### config.mk
export PLATFORM = sky130hd
export DESIGN_NAME = uart_mem_loader
export DESIGN_NICKNAME = d
export VERILOG_FILES = /design/src/rtl/uart_mem_loader.sv
export SDC_FILE = /design/constraint.sdc
export NUM_CORES = 1
export LEC_CHECK = 0
export CORE_ASPECT_RATIO = 1.2
export CORE_MARGIN = 4
export CORE_UTILIZATION = 25
export CTS_CLUSTER_SIZE = 25
export DETAILED_ROUTE_END_ITERATION = 8
export REMOVE_ABC_BUFFERS = 1
export SLEW_MARGIN = 20
export SYNTH_ARGS = -nofsm -noshare
export SYNTH_HDL_FRONTEND = slang
export SYNTH_SLANG_ARGS = --single-unit
### constraint.sdc
create_clock -name clk -period 4.2 [get_ports clk]
set_clock_uncertainty 0.15 [all_clocks]
set_input_delay 0.84 -clock clk [delete_from_list [all_inputs] [get_ports clk]]
set_output_delay 0.84 -clock clk [all_outputs]
set_load 0.01 [all_outputs]
### src/rtl/uart_mem_loader.sv
// Steers debug-unit programming words into instruction or data memory with registered write ports.
// Optional running word checksum is enabled by defining UART_LOADER_CHECKSUM_EN.
module uart_mem_loader #(
  parameter int ISA_WIDTH  = 32,
  parameter int ADDR_WIDTH = 14,
  parameter int CNT_WIDTH  = 16
) (
  input  logic                  clk,
  input  logic                  rst_n,
  input  logic [ADDR_WIDTH:0]   uart_addr,
  input  logic [ISA_WIDTH-1:0]  uart_data,
  input  logic                  uart_write_enable,
  input  logic                  uart_complete,
  output logic                  imem_we,
  output logic [ADDR_WIDTH-1:0] imem_addr,
  output logic [ISA_WIDTH-1:0]  imem_wdata,
  output logic                  dmem_we,
  output logic [ADDR_WIDTH-1:0] dmem_addr,
  output logic [ISA_WIDTH-1:0]  dmem_wdata,
  output logic                  load_busy,
  output logic                  load_done,
  output logic [CNT_WIDTH-1:0]  word_count,
  output logic                  seq_error,
  output logic                  unarmed_error,
  output logic [ISA_WIDTH-1:0]  checksum
);

  localparam int AW1 = ADDR_WIDTH + 1;

  typedef enum logic [1:0] {IDLE, ARMED, LOAD, DONE} state_t;

  state_t         state, next_state;
  logic [AW1-1:0] expected_addr;
  logic [AW1-1:0] next_expected;
  logic           is_marker;
  logic           loading;
  logic           arm;
  logic           accept_write;
  logic           unarmed_strobe;

  assign is_marker      = &uart_addr;
  assign loading        = (state == ARMED) || (state == LOAD);
  assign arm            = uart_write_enable && is_marker;
  assign accept_write   = uart_write_enable && !is_marker && loading;
  assign unarmed_strobe = uart_write_enable && !is_marker && !loading;
  assign next_expected  = expected_addr + AW1'(1);

  always_ff @(posedge clk or negedge rst_n) begin
    if (!rst_n) state <= IDLE;
    else        state <= next_state;
  end

  // DONE lasts one cycle; a strobe landing there is treated as if already back in IDLE.
  always_comb begin
    next_state = state;
    case (state)
      IDLE:        if (arm) next_state = ARMED;
      ARMED, LOAD: begin
        if (uart_complete)     next_state = DONE;
        else if (arm)          next_state = ARMED;
        else if (accept_write) next_state = LOAD;
      end
      DONE:        next_state = arm ? ARMED : IDLE;
      default:     next_state = IDLE;
    endcase
  end

  always_ff @(posedge clk or negedge rst_n) begin
    if (!rst_n) begin
      expected_addr <= '1;
      imem_we       <= 1'b0;
      imem_addr     <= '0;
      imem_wdata    <= '0;
      dmem_we       <= 1'b0;
      dmem_addr     <= '0;
      dmem_wdata    <= '0;
      load_busy     <= 1'b0;
      load_done     <= 1'b0;
      word_count    <= '0;
      seq_error     <= 1'b0;
      unarmed_error <= 1'b0;
    end else begin
      imem_we   <= 1'b0;
      dmem_we   <= 1'b0;
      load_done <= (next_state == DONE);
      load_busy <= (next_state == ARMED) || (next_state == LOAD);
      if (arm) begin
        expected_addr <= '1;
        word_count    <= '0;
        seq_error     <= 1'b0;
      end else if (accept_write) begin
        // Address MSB picks the memory; the write still happens on a sequence break.
        if (uart_addr[ADDR_WIDTH]) begin
          dmem_we    <= 1'b1;
          dmem_addr  <= uart_addr[ADDR_WIDTH-1:0];
          dmem_wdata <= uart_data;
        end else begin
          imem_we    <= 1'b1;
          imem_addr  <= uart_addr[ADDR_WIDTH-1:0];
          imem_wdata <= uart_data;
        end
        if (uart_addr != next_expected) seq_error <= 1'b1;
        expected_addr <= uart_addr;
        if (word_count != '1) word_count <= word_count + CNT_WIDTH'(1);
      end
      if (unarmed_strobe) unarmed_error <= 1'b1;
    end
  end

`ifdef UART_LOADER_CHECKSUM_EN
  always_ff @(posedge clk or negedge rst_n) begin
    if (!rst_n)            checksum <= '0;
    else if (arm)          checksum <= '0;
    else if (accept_write) checksum <= checksum + uart_data;
  end
`else
  assign checksum = '0;
`endif

endmodule

[Yosys cells after proc, flatten, opt, wreduce, memory -nomap -nowiden]
Cells that the tools add are included.
Word-level totals
  word-level logic and storage cells: 63
  flip-flop bits (word level): 131
Operators by class
  add/sub/neg operators: 2
  bitwise gates (word level): 2
  muxes and demuxes: 20
  equal/unequal tests: 8
  reductions and logical operators: 18
Operators by type and width (number)
  $mux W16: 3
  $mux W15: 2
  $add A16 B1 Y16 const B: 1
  $ne A16 B16 Y1 const B: 1
  $add A15 B1 Y15 const B: 1
  $ne A15 B15 Y1: 1
  $reduce_and A15 Y1: 1
  $mux W1: 10
  $eq A2 B2 Y1 const B: 4
  $mux W2: 4
  $pmux W2 S3: 1
  $reduce_and A3 Y1: 2
  $reduce_bool A2 Y1: 3
  $eq A2 B1 Y1 const B: 2
  $logic_and A1 B1 Y1: 4
  $reduce_and A2 Y1: 2
  $logic_not A1 Y1: 2
  $logic_not A2 Y1: 1
  $logic_or A1 B1 Y1: 2
  $not A1 Y1: 2
  $reduce_or A2 Y1: 1

[Longest topological paths before layout]
Gate-level depths: netlist of run 1.
  word-level depth: 10
  depth in mapped cells: 12
  gate-level depth less buffers: 7

[Worst setup path after synthesis of run 1]
No wires, ideal clock.
  path kind: input to register
  start: input uart_addr[5]
  end: register dmem_wdata[10]
  setup slack: 1304 ps
  stages: 10
  data arrival time: 2621 ps
  required time: 3925 ps
  path buffers: 5
  cells stage by stage: buf_2 > nand4_1 > or4_1 > buf_2 > and3_4 > buf_6 > nand2_4 > buf_12 > buf_12 > mux2_4
On the way
  longest elaborated chain between the ends: 5
  elaborated cells between the ends (all ways): 7
  classes of those cells: 1 x bitwise; 6 x reduce/logical
RTL lines
  start: declaration: RTL line 10  | input logic [ADDR_WIDTH:0] uart_addr,
  $reduce_and A15 Y1 *: RTL line 41  | assign is_marker = &uart_addr;
  $logic_not A1 Y1: RTL line 44  | assign accept_write = uart_write_enable && !is_marker && loading;
  $logic_and A1 B1 Y1 (2 in series): RTL line 44
  $reduce_and A3 Y1 (no source line) *
  end signal: assignment: RTL line 96  | dmem_wdata <= uart_data;
  end: declaration: RTL line 19  | output logic [ISA_WIDTH-1:0] dmem_wdata,
Mark *: on every way between the ends. The rest lies on a longest branch, timed or not.
A chain may end at the register's enable or synchronous reset.

[Worst setup path after layout of run 1]
  start: input uart_addr[7]
  end: register dmem_addr[6]
On the way
  longest elaborated chain between the ends: 5
  elaborated cells between the ends (all ways): 7
  classes of those cells: 1 x bitwise; 6 x reduce/logical
RTL lines
  $reduce_and A15 Y1 *: RTL line 41
  $logic_not A1 Y1: RTL line 44
  $logic_and A1 B1 Y1 (2 in series): RTL line 44
  $reduce_and A3 Y1 (no source line) *
  end signal: assignment: RTL line 95  | dmem_addr <= uart_addr[ADDR_WIDTH-1:0];
  end: declaration: RTL line 18  | output logic [ADDR_WIDTH-1:0] dmem_addr,
Marks and branches as above.

==> metrics.csv, run 1 <==
stage,metric,value,unit
routing,drt first pass iters,4,
routing,WL/cell,15.52,um
cts,CTS resizes,0,
synthesis,Netlist cell types,51,
critical_path,slowest CP cell,clkdlybuf4s50_1,
critical_path,Worst setup EP type,flop,
placement,Buffers on Ports,164,
timing,Max-slew headroom,38.83,%
floorplan,site row count,63,
timing,fin crit period,3.389,ns
layout,final core occ,35.08,%
timing,RSZ-0062 raised after global routing,no,
timing,# setup viols final,0,
synthesis,warning count from the yosys run,0,
layout,layout cell share with drive strength beyond 1,15.26,%
synthesis,"Primary FF master, synth",dfrtp_1,
routing,post-DR vias/cell,4.291,
synthesis,Seq cells post-synth,131,
placement,DPL Wire Length,11840,um
cts,Root Driver,clkbuf_16,
routing,drt drc,0,
layout,final net count,803,
global_route,initial antenna violation count,2,
cts,H-tree levels,4,
synthesis,post-synthesis cell area,6238,um2
synthesis,number of synthesized flops with an enable pin,0,
power,Max VDD drop,0.2996,mV
critical_path,worst-path cell chain,clkdlybuf4s50_1 > nand4_1 > or4_1 > and3_4 > nand2_4 > buf_4 > mux2_2,
synthesis,ranking of synthesized cells by area,"dfrtp_1 (47%), nand2_1 (9.1%), mux2_4 (7.0%)",
routing,post-route ant nets,0,
synthesis,Syn Area/Cell,10.81,um2
floorplan,Die Wd,152.2,um
floorplan,Core ar.,24670,um2
power,cell area power density,746.3,nW/um2
critical_path,Crit path required time,4.35,ns
critical_path,WP buf/inv,2,
cts,Hold Buf Count CTS,0,
placement,GP Congestion,0.8209,
placement,"Cell Area, Placed",8066,um2
layout,most frequent cells in the layout,"clkdlybuf4s50_1 (163), nand2_1 (150), dfrtp_1 (116)",
cts,CTS Buf Count,17,
timing,setup_tns,0,ns
timing,fmax,295.1,MHz
flow_run,Max Cap Violations,0,
synthesis,synthesized instance count,577,
global_route,Total GRT Usage,12.14,%
critical_path,Crit Path Class,in2reg,
critical_path,cell family with most CP delay,simple AND/OR/NAND/NOR gates,
power,leakage,0.003843,uW
min_path,HP Class,reg2reg,
cts,clk_lat worst skew,0.42,ns
cts,Max Buffers Root-to-Sink,2,
layout,final instance area,8656,um2
status,status,"finished, final reports clean",
floorplan,# IOs,197,
routing,total routed wirelength,16850,um
critical_path,Worst setup SP type,input pin,
floorplan,Die ar.,27560,um2
cts,clock-pin slew on the worst setup and hold paths,0.06,ns
cts,CTS tree,built,
global_route,total global routing overflow,0,
timing,Final Cycle Share,80.70,%
timing,actual slew at the worst max-slew pin,0.9176,ns
routing,vias post-DR,4660,
timing,final hold viol count,0,
global_route,number of global-route vias before repair,4736,
synthesis,post-synthesis sequential area ratio,52.85,%
global_route,first-pass GRT wire length,26440,um
layout,"commonest non-fill, non-tap cell in the layout",clkdlybuf4s50_1,
synthesis,Synth top area share,46.53,%
critical_path,worst endpoint data arrival time,3.54,ns
routing,drt initial violations,185,
synthesis,"FFs w/ async S/R, synth",100.0,%
floorplan,Die Y-Extent,181.0,um
global_route,largest net degree at the start of global routing,98,
floorplan,starting density of the core,25.29,%
layout,filler instances,2497,
critical_path,CP Max Fanout,18,
synthesis,cell taking the most area after synthesis,dfrtp_1,
critical_path,CP peak stage delay,0.69,ns
timing,Hold WS,0.3232,ns
cts,postcts setup bufs,0,
layout,Area Growth Syn to Fin,38.75,%
timing,Pins Over Slew Limit,0,
cts,clock sink count,131,
## kinds of logic after synthesis
| logic type | share of synthesized area [%] |
|---|---|
| XOR/XNOR | 3.791 |
| other | 0.06011 |
| AO/OA/AOI/OAI | 6.358 |
| adder cells (fa/ha/maj) | 1.003 |
| buffers and inverters | 8.183 |
| AND/OR/NAND/NOR | 17.71 |
| flip-flops | 52.85 |
| multiplexers | 10.05 |
## flip-flops by register name, indices dropped and copies added (netlist names), 2 cells and up
register       cells
dmem_wdata        32
imem_wdata        32
word_count        16
expected_addr     15
dmem_addr         14
imem_addr         14
state              2
## cell usage after synthesis (3+ instances only)
library cell,count
xnor2_1,22
nor4_1,5
mux2_2,17
and3_1,5
buf_6,5
a31oi_1,4
nand4_1,14
and4_1,6
clkbuf_1,9
nor3_1,6
mux2_4,29
o21ai_0,10
buf_12,4
dfstp_2,15
buf_2,5
a21oi_1,8
o22a_1,14
dfrtp_1,116
or3_1,6
inv_1,10
nor2_1,17
and2_1,3
xor2_1,5
ha_1,5
nand3_1,18
nand2_1,151
buf_4,37
## final cells by class
type	instances	area, um2	area share (%)
flip-flops and latches	131	3297	38.09
multi-input cells	407	2550	29.46
repair buffers	180	1775	20.51
clock buffers	19	452.9	5.233
well taps	325	406.6	4.698
clock inverters	13	133.9	1.547
inverters	10	37.54	0.4337
diodes	1	2.502	0.02891
## metal layers
layer / track usage (%) / share of wire (%) / vias to the layer above
li1: - / - / 2245
met1: 14.32 / 42 / 2271
met4: 4.604 / 1.9 / 2
met2: 20.09 / 49 / 125
met5: 0 / 0.077 / -
met3: 4.624 / 7.0 / 17
## per-stage QoR
| step | worst slack, ns | total power (uW) | instances |
|---|---|---|---|
| 4_1_cts | 0.7600 | 6566 | 1085 |
| 6_report | 0.8108 | 6460 | 1086 |
| 3_3_place_gp | 0.3569 | 5007 | 1053 |
| 5_1_grt | 0.7051 | 6884 | 1086 |
| 3_5_place_dp | 0.3192 | 5047 | 1053 |
| 2_1_floorplan | 0.3842 | 3589 | 548 |
## where the power goes
group | leakage (uW) | switching (uW) | total, uW | internal (uW)
Sequential | 0.00159 | 393 | 2260 | 1870
Combinational | 0.00198 | 1200 | 2720 | 1530
Clock | 0.000273 | 572 | 1470 | 901
Total | 0.00384 | 2160 | 6460 | 4300
## worst reg2reg max path, cell delays in order, from the launching register on
cell and delay (ns):
dfstp_2 0.58, ha_1 0.28, nand3_1 0.29, nor3_1 0.32
a31oi_1 0.12, nor4_1 0.32, nand4_1 0.16, a22o_1 0.23
## worst paths after layout
check,endpoint,cells after the start,slack (ns),from
hold reg to reg,imem_wdata[1],2,0.32,imem_wdata[1]
setup / recovery,dmem_addr[6],7,0.81,uart_addr[7]
hold / removal,imem_wdata[1],2,0.32,imem_wdata[1]
min in group asynchronous,word_count[4],1,0.37,rst_n
setup reg to reg,seq_error,7,1.63,expected_addr[0]
max in group asynchronous,expected_addr[10],2,2.67,rst_n
(Power assumes the default switching activity.)
==> run 2, diff against run 1 <==
==> constraint.sdc (replaced) <==
create_clock -name clk -period 3.1 [get_ports clk]
set_clock_uncertainty 0.15 [all_clocks]
set_input_delay 0.62 -clock clk [delete_from_list [all_inputs] [get_ports clk]]
set_output_delay 0.62 -clock clk [all_outputs]
set_load 0.01 [all_outputs]
==> run 2 against run 1 <==
Net effect: register-to-register slack worse by 1.1 ns; first-iteration DRC count down 16%; combinational power up 39%; die area unchanged; utilization up 0.83 points; largest power group unchanged.
==> metrics.csv, run 2 (synthesis gave the netlist of run 1 again) <==
stage,metric,value,unit,change
cts,CTS resizes,0,,unchanged
cts,Hold Buf Count CTS,0,,unchanged
routing,drt first pass iters,4,,unchanged
global_route,Total GRT Usage,12.57,%,was 12.14%
placement,"Cell Area, Placed",8252,um2,was 8066 um2
cts,clock sink count,131,,unchanged
critical_path,worst-path cell chain,clkdlybuf4s50_1 > nand4_1 > or4_1 > buf_4 > a211o_1 > nor3_1 > xnor2_1 > nor2_1,,was clkdlybuf4s50_1 > nand4_1 > or4_1 > and3_4 > nand2_4 > buf_4 > mux2_2
routing,WL/cell,15.54,um,was 15.52 um
floorplan,Core ar.,24670,um2,unchanged
cts,CTS Buf Count,17,,unchanged
global_route,initial antenna violation count,2,,unchanged
global_route,first-pass GRT wire length,27740,um,was 26440 um
cts,Max Buffers Root-to-Sink,2,,unchanged
routing,total routed wirelength,17120,um,was 16850 um
global_route,total global routing overflow,0,,unchanged
cts,clock-pin slew on the worst setup and hold paths,0.06,ns,about the same
status,status,"finished, final reports clean",,unchanged
layout,Area Growth Syn to Fin,42.04,%,was 38.75%
floorplan,starting density of the core,25.29,%,unchanged
timing,RSZ-0062 raised after global routing,no,,unchanged
routing,post-DR vias/cell,4.351,,was 4.291
critical_path,WP buf/inv,2,,unchanged
routing,drt initial violations,155,,was 185
flow_run,Max Cap Violations,0,,unchanged
critical_path,slowest CP cell,or4_1,,was clkdlybuf4s50_1
floorplan,Die Wd,152.2,um,unchanged
timing,actual slew at the worst max-slew pin,0.5252,ns,was 0.9176 ns
layout,"commonest non-fill, non-tap cell in the layout",clkdlybuf4s50_1,,unchanged
timing,final hold viol count,0,,unchanged
routing,drt drc,0,,unchanged
critical_path,cell family with most CP delay,simple AND/OR/NAND/NOR gates,,unchanged
critical_path,CP Max Fanout,6,,was 18
cts,postcts setup bufs,0,,unchanged
power,leakage,0.003959,uW,was 0.003843 uW
cts,Root Driver,clkbuf_16,,unchanged
critical_path,Worst setup EP type,flop,,unchanged
critical_path,Crit path required time,3.24,ns,was 4.35 ns
layout,final net count,821,,was 803
floorplan,Die Y-Extent,181.0,um,unchanged
floorplan,Die ar.,27560,um2,unchanged
power,cell area power density,1006,nW/um2,was 746.3 nW/um2
critical_path,Worst setup SP type,input pin,,unchanged
placement,DPL Wire Length,12310,um,was 11840 um
timing,fin crit period,2.684,ns,
timing,Max-slew headroom,64.99,%,was 38.83%
layout,biggest registers after layout,"dmem_wdata x32, imem_wdata x32, word_count x16",,unchanged
global_route,largest net degree at the start of global routing,56,,was 98
layout,final antenna diode count,0,,was 1
placement,Buffers on Ports,164,,unchanged
min_path,HP Class,in2async,,was reg2reg
critical_path,CP peak stage delay,0.58,ns,was 0.69 ns
timing,Pins Over Slew Limit,0,,unchanged
routing,post-route ant nets,0,,unchanged
floorplan,# IOs,197,,unchanged
global_route,number of global-route vias before repair,4922,,was 4736
layout,most frequent cells in the layout,"clkdlybuf4s50_1 (163), nand2_1 (150), dfrtp_1 (116)",,unchanged
power,Max VDD drop,0.4360,mV,was 0.2996 mV
critical_path,worst endpoint data arrival time,2.83,ns,was 3.54 ns
timing,fmax,372.6,MHz,
layout,layout cell share with drive strength beyond 1,17.12,%,was 15.26%
cts,H-tree levels,4,,unchanged
cts,CTS tree,built,,unchanged
timing,Final Cycle Share,86.57,%,
critical_path,Crit Path Class,in2reg,,unchanged
floorplan,site row count,63,,unchanged
routing,vias post-DR,4795,,was 4660
cts,clk_lat worst skew,0.41,ns,was 0.42 ns
placement,GP Congestion,0.8299,,was 0.8209
timing,Hold WS,0.009774,ns,was 0.3232 ns
layout,final instance area,8861,um2,was 8656 um2
timing,# setup viols final,0,,unchanged
[run 2: cell types whose count changed in the layout (fill, tap and decap cells not counted)]
cell        before  now
clkinv_2         4    2
bufinv_16        2    3
diode_2          1    0
buf_12           1    5
clkinv_4         0    2
buf_4           15   29
clkinvlp_4       6    4
[run 2: worst paths after layout]
| path | from | to | slack (ns) | cells after the start |
|---|---|---|---|---|
| max | uart_addr[7] | word_count[11] | 0.42 | 8 |
| min | rst_n | imem_addr[1] | 0.01 | 1 |
| max reg2reg | expected_addr[0] | seq_error | 0.55 | 7 |
| min reg2reg | imem_wdata[26] | imem_wdata[26] | 0.32 | 2 |
| max in group asynchronous | rst_n | expected_addr[14] | 2.01 | 2 |
| min in group clk | imem_wdata[26] | imem_wdata[26] | 0.32 | 2 |
[run 2: final cells by class]
class                      instances  area (um2)
clock buffer                      19       452.9
clock inverter                    12       156.4
fill                            2470       15810
inverter                          10       37.54
multi-input combinational        407        2550
sequential                       131        3297
tap                              325       406.6
timing repair buffer             198        1961
[run 2: layer usage]
layer / track usage [%] / wire, um / vias up
met5: 0 / 24 / -
met4: 3.525 / 219 / 4
met3: 4.432 / 1196 / 19
met2: 21.01 / 8535 / 150
met1: 15.39 / 7145 / 2332
li1: - / - / 2290
[run 2: metrics by stage]
stage	power [uW]	util [%]	setup slack, ns	std cells	setup TNS (ns)
after floorplan	4862	-	-0.4958	548	-23.26
final	8917	35.91	0.4164	1102	0
after CTS	9067	35.91	0.4208	1102	0
after global placement	6861	33.44	0.002599	1071	0
after detailed placement	6914	33.44	-0.02139	1071	-0.2242
after global routing	9538	35.91	0.3009	1102	0
[run 2: report_power, final]
group / total (uW) / internal, uW / switching [uW]
clock: 2080 / 1300 / 773
sequential: 3070 / 2540 / 534
combinational: 3770 / 2140 / 1630
